[config.mk]
export PLATFORM = sky130hd
export DESIGN_NAME = mac_row_pipe
export DESIGN_NICKNAME = d
export VERILOG_FILES = /design/src/rtl/mac_row_pipe.sv
export SDC_FILE = /design/constraint.sdc
export NUM_CORES = 2
export LEC_CHECK = 0
export CORE_MARGIN = 2
export CORE_UTILIZATION = 40
export CTS_CLUSTER_DIAMETER = 40
export CTS_CLUSTER_SIZE = 24
export DETAILED_ROUTE_END_ITERATION = 6
export GPL_TIMING_DRIVEN = 1
export PLACE_DENSITY_LB_ADDON = 0.12
export SYNTH_ARGS = -nofsm -noshare
export SYNTH_HDL_FRONTEND = slang
export SYNTH_SLANG_ARGS = --single-unit
[constraint.sdc]
create_clock -name clk -period 24.5 [get_ports clk]
set_clock_uncertainty 0.2 [all_clocks]
set_input_delay 4.9 -clock clk [delete_from_list [all_inputs] [get_ports clk]]
set_output_delay 4.9 -clock clk [all_outputs]
set_load 0.01 [all_outputs]
[src/rtl/mac_row_pipe.sv]
`default_nettype none
// ============================================================================
// Module   : mac_row_pipe
// Purpose  : Systolic MAC row. One activation stream is skewed across COLS
//            columns; column k computes co[k] = fit(ci[k] + x_k * wa[k]).
//            Per-column valid tracking, global stall, signed/unsigned mode,
//            optional output saturation, and a double-buffered serial weight
//            loader so a new weight set can stream in while the row computes.
// Ports    : clk, rst (async, active-high)
//            stall            - freeze skew/valid/result registers
//            sgn              - 1: signed two's complement, 0: unsigned
//            x_valid, xi      - activation entering column 0
//            ci               - pre-skewed partial sums, column k at [k*CW +: CW]
//            w_valid, w_data  - serial weight beats (first beat -> column 0)
//            w_ready          - loader accepts a beat
//            w_commit         - copy full shadow bank into active bank
//            w_full           - shadow bank complete, awaiting commit
//            co, co_valid     - results, column k at [k*OW +: OW]
// Revision : 1.0 - initial release
// ============================================================================
module mac_row_pipe #(
    parameter int DW   = 8,
    parameter int WW   = 8,
    parameter int CW   = 16,
    parameter int OW   = 17,
    parameter int COLS = 6,
    parameter int SAT  = 1
) (
    input  logic                 clk,
    input  logic                 rst,
    input  logic                 stall,
    input  logic                 sgn,
    input  logic                 x_valid,
    input  logic [DW-1:0]        xi,
    input  logic [COLS*CW-1:0]   ci,
    input  logic                 w_valid,
    output logic                 w_ready,
    input  logic [WW-1:0]        w_data,
    input  logic                 w_commit,
    output logic                 w_full,
    output logic [COLS*OW-1:0]   co,
    output logic [COLS-1:0]      co_valid
);

    // Full internal width: wide enough for the product and the addend plus carry.
    localparam int FW = ((CW > DW + WW) ? CW : DW + WW) + 1;
    localparam int IW = $clog2(COLS);
    localparam logic [IW-1:0] C_LAST = IW'(COLS - 1);

    localparam logic [0:0] S_LOAD = 1'b0;
    localparam logic [0:0] S_FULL = 1'b1;

    // ------------------------------------------------------------------
    // Weight loader
    // ------------------------------------------------------------------
    logic [0:0]    r_state;
    logic [0:0]    w_state_nxt;
    logic [IW-1:0] r_idx;
    logic [WW-1:0] r_ws [COLS];
    logic [WW-1:0] r_wa [COLS];
    logic          w_load_beat;
    logic          w_commit_ok;

    always_ff @(posedge clk or posedge rst) begin
        if (rst) begin
            r_state <= S_LOAD;
        end else begin
            r_state <= w_state_nxt;
        end
    end

    always_comb begin
        w_state_nxt = r_state;
        case (r_state)
            S_LOAD:  if (w_valid && (r_idx == C_LAST)) w_state_nxt = S_FULL;
            S_FULL:  if (w_commit) w_state_nxt = S_LOAD;
            default: w_state_nxt = S_LOAD;
        endcase
    end

    always_comb begin
        w_ready     = (r_state == S_LOAD);
        w_full      = (r_state == S_FULL);
        w_load_beat = (r_state == S_LOAD) && w_valid;
        w_commit_ok = (r_state == S_FULL) && w_commit;
    end

    // Weight banks are independent of stall so loading overlaps compute.
    always_ff @(posedge clk or posedge rst) begin
        if (rst) begin
            r_idx <= '0;
            for (int k = 0; k < COLS; k++) begin
                r_ws[k] <= '0;
                r_wa[k] <= '0;
            end
        end else begin
            if (w_load_beat) begin
                r_ws[r_idx] <= w_data;
                r_idx       <= (r_idx == C_LAST) ? '0 : r_idx + IW'(1);
            end
            if (w_commit_ok) begin
                for (int k = 0; k < COLS; k++) begin
                    r_wa[k] <= r_ws[k];
                end
            end
        end
    end

    // ------------------------------------------------------------------
    // Activation skew chain: column 0 taps the inputs directly.
    // ------------------------------------------------------------------
    logic [DW-1:0]    r_xs [1:COLS-1];
    logic [COLS-1:1]  r_vs;
    logic [DW-1:0]    w_xk [COLS];
    logic [COLS-1:0]  w_vk;

    always_comb begin
        w_xk[0] = xi;
        w_vk[0] = x_valid;
        for (int k = 1; k < COLS; k++) begin
            w_xk[k] = r_xs[k];
            w_vk[k] = r_vs[k];
        end
    end

    always_ff @(posedge clk or posedge rst) begin
        if (rst) begin
            r_vs <= '0;
            for (int k = 1; k < COLS; k++) begin
                r_xs[k] <= '0;
            end
        end else if (!stall) begin
            for (int k = 1; k < COLS; k++) begin
                r_xs[k] <= w_xk[k-1];
                r_vs[k] <= w_vk[k-1];
            end
        end
    end

    // ------------------------------------------------------------------
    // Per-column multiply-accumulate and result fitting
    // ------------------------------------------------------------------
    logic [COLS-1:0][OW-1:0] w_fit;

    generate
        for (genvar k = 0; k < COLS; k++) begin : g_col
            logic [FW-1:0] w_xe;
            logic [FW-1:0] w_we;
            logic [FW-1:0] w_ce;
            logic [FW-1:0] w_sum;
            logic [OW-1:0] w_res;

            // Extending both operands to FW makes the low FW bits of the
            // product correct in either signedness mode.
            assign w_xe  = {{(FW-DW){sgn & w_xk[k][DW-1]}}, w_xk[k]};
            assign w_we  = {{(FW-WW){sgn & r_wa[k][WW-1]}}, r_wa[k]};
            assign w_ce  = {{(FW-CW){sgn & ci[k*CW+CW-1]}}, ci[k*CW +: CW]};
            assign w_sum = (w_xe * w_we) + w_ce;

            if (FW == OW) begin : g_eq
                assign w_res = w_sum;
            end else if (FW < OW) begin : g_ext
                assign w_res = {{(OW-FW){sgn & w_sum[FW-1]}}, w_sum};
            end else if (SAT != 0) begin : g_sat
                logic w_ovf_s;
                logic w_ovf_u;
                // Signed overflow: the bits above the OW-1 sign are not all copies of it.
                assign w_ovf_s = ~((&w_sum[FW-1:OW-1]) | ~(|w_sum[FW-1:OW-1]));
                assign w_ovf_u = |w_sum[FW-1:OW];
                always_comb begin
                    w_res = w_sum[OW-1:0];
                    if (sgn) begin
                        if (w_ovf_s) begin
                            w_res = w_sum[FW-1] ? {1'b1, {(OW-1){1'b0}}}
                                                : {1'b0, {(OW-1){1'b1}}};
                        end
                    end else if (w_ovf_u) begin
                        w_res = '1;
                    end
                end
            end else begin : g_wrap
                assign w_res = w_sum[OW-1:0];
            end

            assign w_fit[k] = w_res;
        end
    endgenerate

    logic [OW-1:0]   r_co [COLS];
    logic [COLS-1:0] r_cv;

    always_ff @(posedge clk or posedge rst) begin
        if (rst) begin
            r_cv <= '0;
            for (int k = 0; k < COLS; k++) begin
                r_co[k] <= '0;
            end
        end else if (!stall) begin
            for (int k = 0; k < COLS; k++) begin
                // A bubble keeps the previous result visible.
                if (w_vk[k]) begin
                    r_co[k] <= w_fit[k];
                end
                r_cv[k] <= w_vk[k];
            end
        end
    end

    generate
        for (genvar k = 0; k < COLS; k++) begin : g_out
            assign co[k*OW +: OW] = r_co[k];
        end
    endgenerate

    assign co_valid = r_cv;

endmodule
`default_nettype wire

==> impl_metrics.json <==
{
  "status": "complete, no violations",
  "syn_nets": 3885,
  "fmax_ghz": 0.0976,
  "ff2ff_setup_slack_ns": 18.68,
  "initial_utilization": 0.405,
  "vias": 20500,
  "synthesis.area_um2": 30100,
  "antenna_found_initial": 2,
  "drv_slew": 0,
  "drtIter0Drc": 778,
  "hold_viol": 0,
  "reg2reg_to": "co[15]",
  "die-area_um2": 77500,
  "ys.warnings.count": 0,
  "antennaDiodeCount": 0,
  "synthFlopType": "dfrtp_1",
  "io_buffers": 228,
  "gp_congestion": 0.841,
  "routed_wl_um": 69000,
  "avgRoutedWirePerCell_um": 16.4,
  "core_um2": 74400,
  "overflow": 0,
  "rsz0062_at_grt": "no",
  "post_drt_via_cell_ratio": 4.87,
  "path_clk_slew_ns": 0.05,
  "syn_area_per_cell_um2": 9.97,
  "cts.path.max_buffers": 3,
  "critPathArrivalTime_ns": 10.47,
  "r2r_start": "g_col[0].w_we[7]",
  "die_w_um": 278,
  "syn_to_final_growth_pct": 16.4,
  "cp-end-kind": "flip-flop",
  "synthDistinctLibCells": 57,
  "holdPathEnd": "co[74]",
  "worstMarginPinSlew_ns": 1.17,
  "synth_edf_count": 0,
  "grt_pass1_wl_um": 117000,
  "drive_gt1_frac": 0.100,
  "antenna_left": 0,
  "cts_tree": "done",
  "reg2reg_depth": 18,
  "grt_max_degree": 98,
  "clock_sink_count": 248,
  "seq_area_frac_synth": 0.206,
  "cp_max_fo": 32,
  "worstPathRequired_ns": 24.72,
  "cts_resized": 0,
  "die_y_um": 278,
  "post_cts_buffers": 0,
  "fin_setup_tns_ns": 0,
  "finalSetupViolCount": 0,
  "numCtsBuffers": 53,
  "grt_pass1_vias": 22800,
  "grt_util_all_layers": 0.188,
  "firstDrtPassIters": 5,
  "nFillCells": 7020,
  "hold_class": "reg -> reg",
  "final_nets": 4055,
  "dp.final_hpwl_um": 55100,
  "min_period_over_period": 0.418,
  "rows": 100,
  "drc": 0,
  "hold_depth": 2,
  "io_pins": 229,
  "startpoint_type": "input port",
  "ctsHoldBuffers": 0,
  "worstSkewPairLatency_ns": 0.60,
  "maxCapViolCount": 0,
  "synth-async-reset-ratio": 1.00,
  "synth_seq_cells": 248,
  "hold_start": "co[74]",
  "htreeDepth": 2,
  "cts_root_buf": "clkbuf_16",
  "critPathKind": "in -> reg",
  "max_slew_margin": 0.217,
  "finalCriticalPeriod_ns": 10.25,
  "postSynthCellCount": 3022
}
-- critical path, cell delays in order --
cell      delay, ns
buf_2          0.61
nand2_1        0.39
or2_2          0.39
fa_1           0.46
fa_1           0.50
inv_1          0.05
fa_1           0.46
fa_1           0.50
inv_1          0.05
fa_1           0.48
inv_1          0.04
ha_1           0.26
or3_1          0.42
nor2_1         0.10
o21ai_1        0.08
a221oi_2       0.35
o211ai_1       0.18
xnor2_1        0.16
o21ai_1        0.07
-- sequential cells by signal, indices dropped and copies added (netlist names) --
name and flops:
g_col.w_we 48, g_col.w_xe 40, r_vs 4, co 102, co_valid 2, r_idx 3, w_full 1, r_ws 48
-- cells in the mapped netlist (6+ instances only) --
cell / instances / area [um2]
inv_1: 643 / 2410
a211oi_2: 8 / 100
nand2_1: 349 / 1310
clkbuf_1: 121 / 454
o211ai_1: 7 / 52.6
fa_1: 474 / 9490
o21bai_1: 11 / 82.6
and2_1: 220 / 1380
and3_1: 8 / 50.1
xnor2_1: 83 / 727
nor3b_1: 12 / 90.1
nor3_1: 16 / 80.1
o21ai_1: 19 / 95.1
nor2_1: 60 / 225
xor2_1: 45 / 394
ha_1: 270 / 3380
a21o_1: 17 / 128
or2_2: 21 / 131
o21ai_0: 71 / 355
mux2_2: 160 / 1800
a21oi_1: 37 / 185
nand3_1: 12 / 60.1
o21a_1: 24 / 180
dfrtp_1: 248 / 6210
a21oi_2: 6 / 52.6
a211oi_1: 9 / 67.6
o31ai_1: 11 / 82.6
nand2b_1: 9 / 56.3
-- cell usage in the layout (no fill, tap or decap), types with 13 or more instances in the layout --
cell             instances
clkbuf_16               55
a21oi_1                 37
dfrtp_1                248
xnor2_1                 83
o21ai_0                 71
clkdlybuf4s50_1        226
fa_1                   474
clkinvlp_4              13
nand2_1                348
mux2_2                 160
xor2_1                  45
a21o_1                  17
inv_1                  642
or2_2                   21
ha_1                   270
nor2_1                  60
and2_1                 220
nor3_1                  16
o21ai_1                 19
o21a_1                  24
-- kinds of logic after synthesis --
logic type | Yosys count | share of synthesized area
adders and majority gates | 744 | 0.427
DFF | 248 | 0.206
and+or+nand+nor | 723 | 0.117
xor gates and xnor gates | 128 | 0.0372
muxes | 161 | 0.0602
AOI/OAI and AO/OA | 251 | 0.0570
buffers and inverters | 767 | 0.0956
-- metal layers --
layer | GRT usage | wire, um
met4 | 0.0546 | 1850
met5 | 0 | 13
met1 | 0.240 | 29600
met2 | 0.331 | 34700
met3 | 0.0282 | 2870
-- through the flow --
stage	instances	area [um2]	hold slack [ns]	setup WS (ns)	utilization
3_3_place_gp	4106	33200	0.262	13.78	0.446
3_5_place_dp	4106	33200	0.269	13.66	0.446
4_1_cts	4203	35100	0.280	14.28	0.471
2_1_floorplan	3022	30100	0.275	12.59	-
5_1_grt	4203	35100	0.302	13.90	0.471
6_report	4203	35100	0.271	14.25	0.471
-- area by class of cell --
class                      count  area (um2)  area share
multi-input combinational   2007       21000       0.600
sequential                   248        6210       0.177
inverter                     643        2420      0.0691
timing repair buffer         239        2350      0.0672
clock buffer                  57        1380      0.0395
tap                          969        1210      0.0346
clock inverter                40         438      0.0125
-- how the worst max path moves through the flow --
| stage | from | end | slack (ns) | depth (start not counted) |
|---|---|---|---|---|
| finish | sgn | co[15] | 14.25 | 19 |
| global route | sgn | co[14] | 13.90 | 19 |
| CTS | sgn | co[15] | 14.28 | 19 |
| detailed placement | sgn | co[15] | 13.66 | 19 |
| global placement | sgn | co[15] | 13.78 | 19 |
| floorplan | rst | co[0] | 12.59 | 1 |
Power is not shown: default switching activity piles up to over one toggle a cycle in this logic, so the estimate is an artifact.
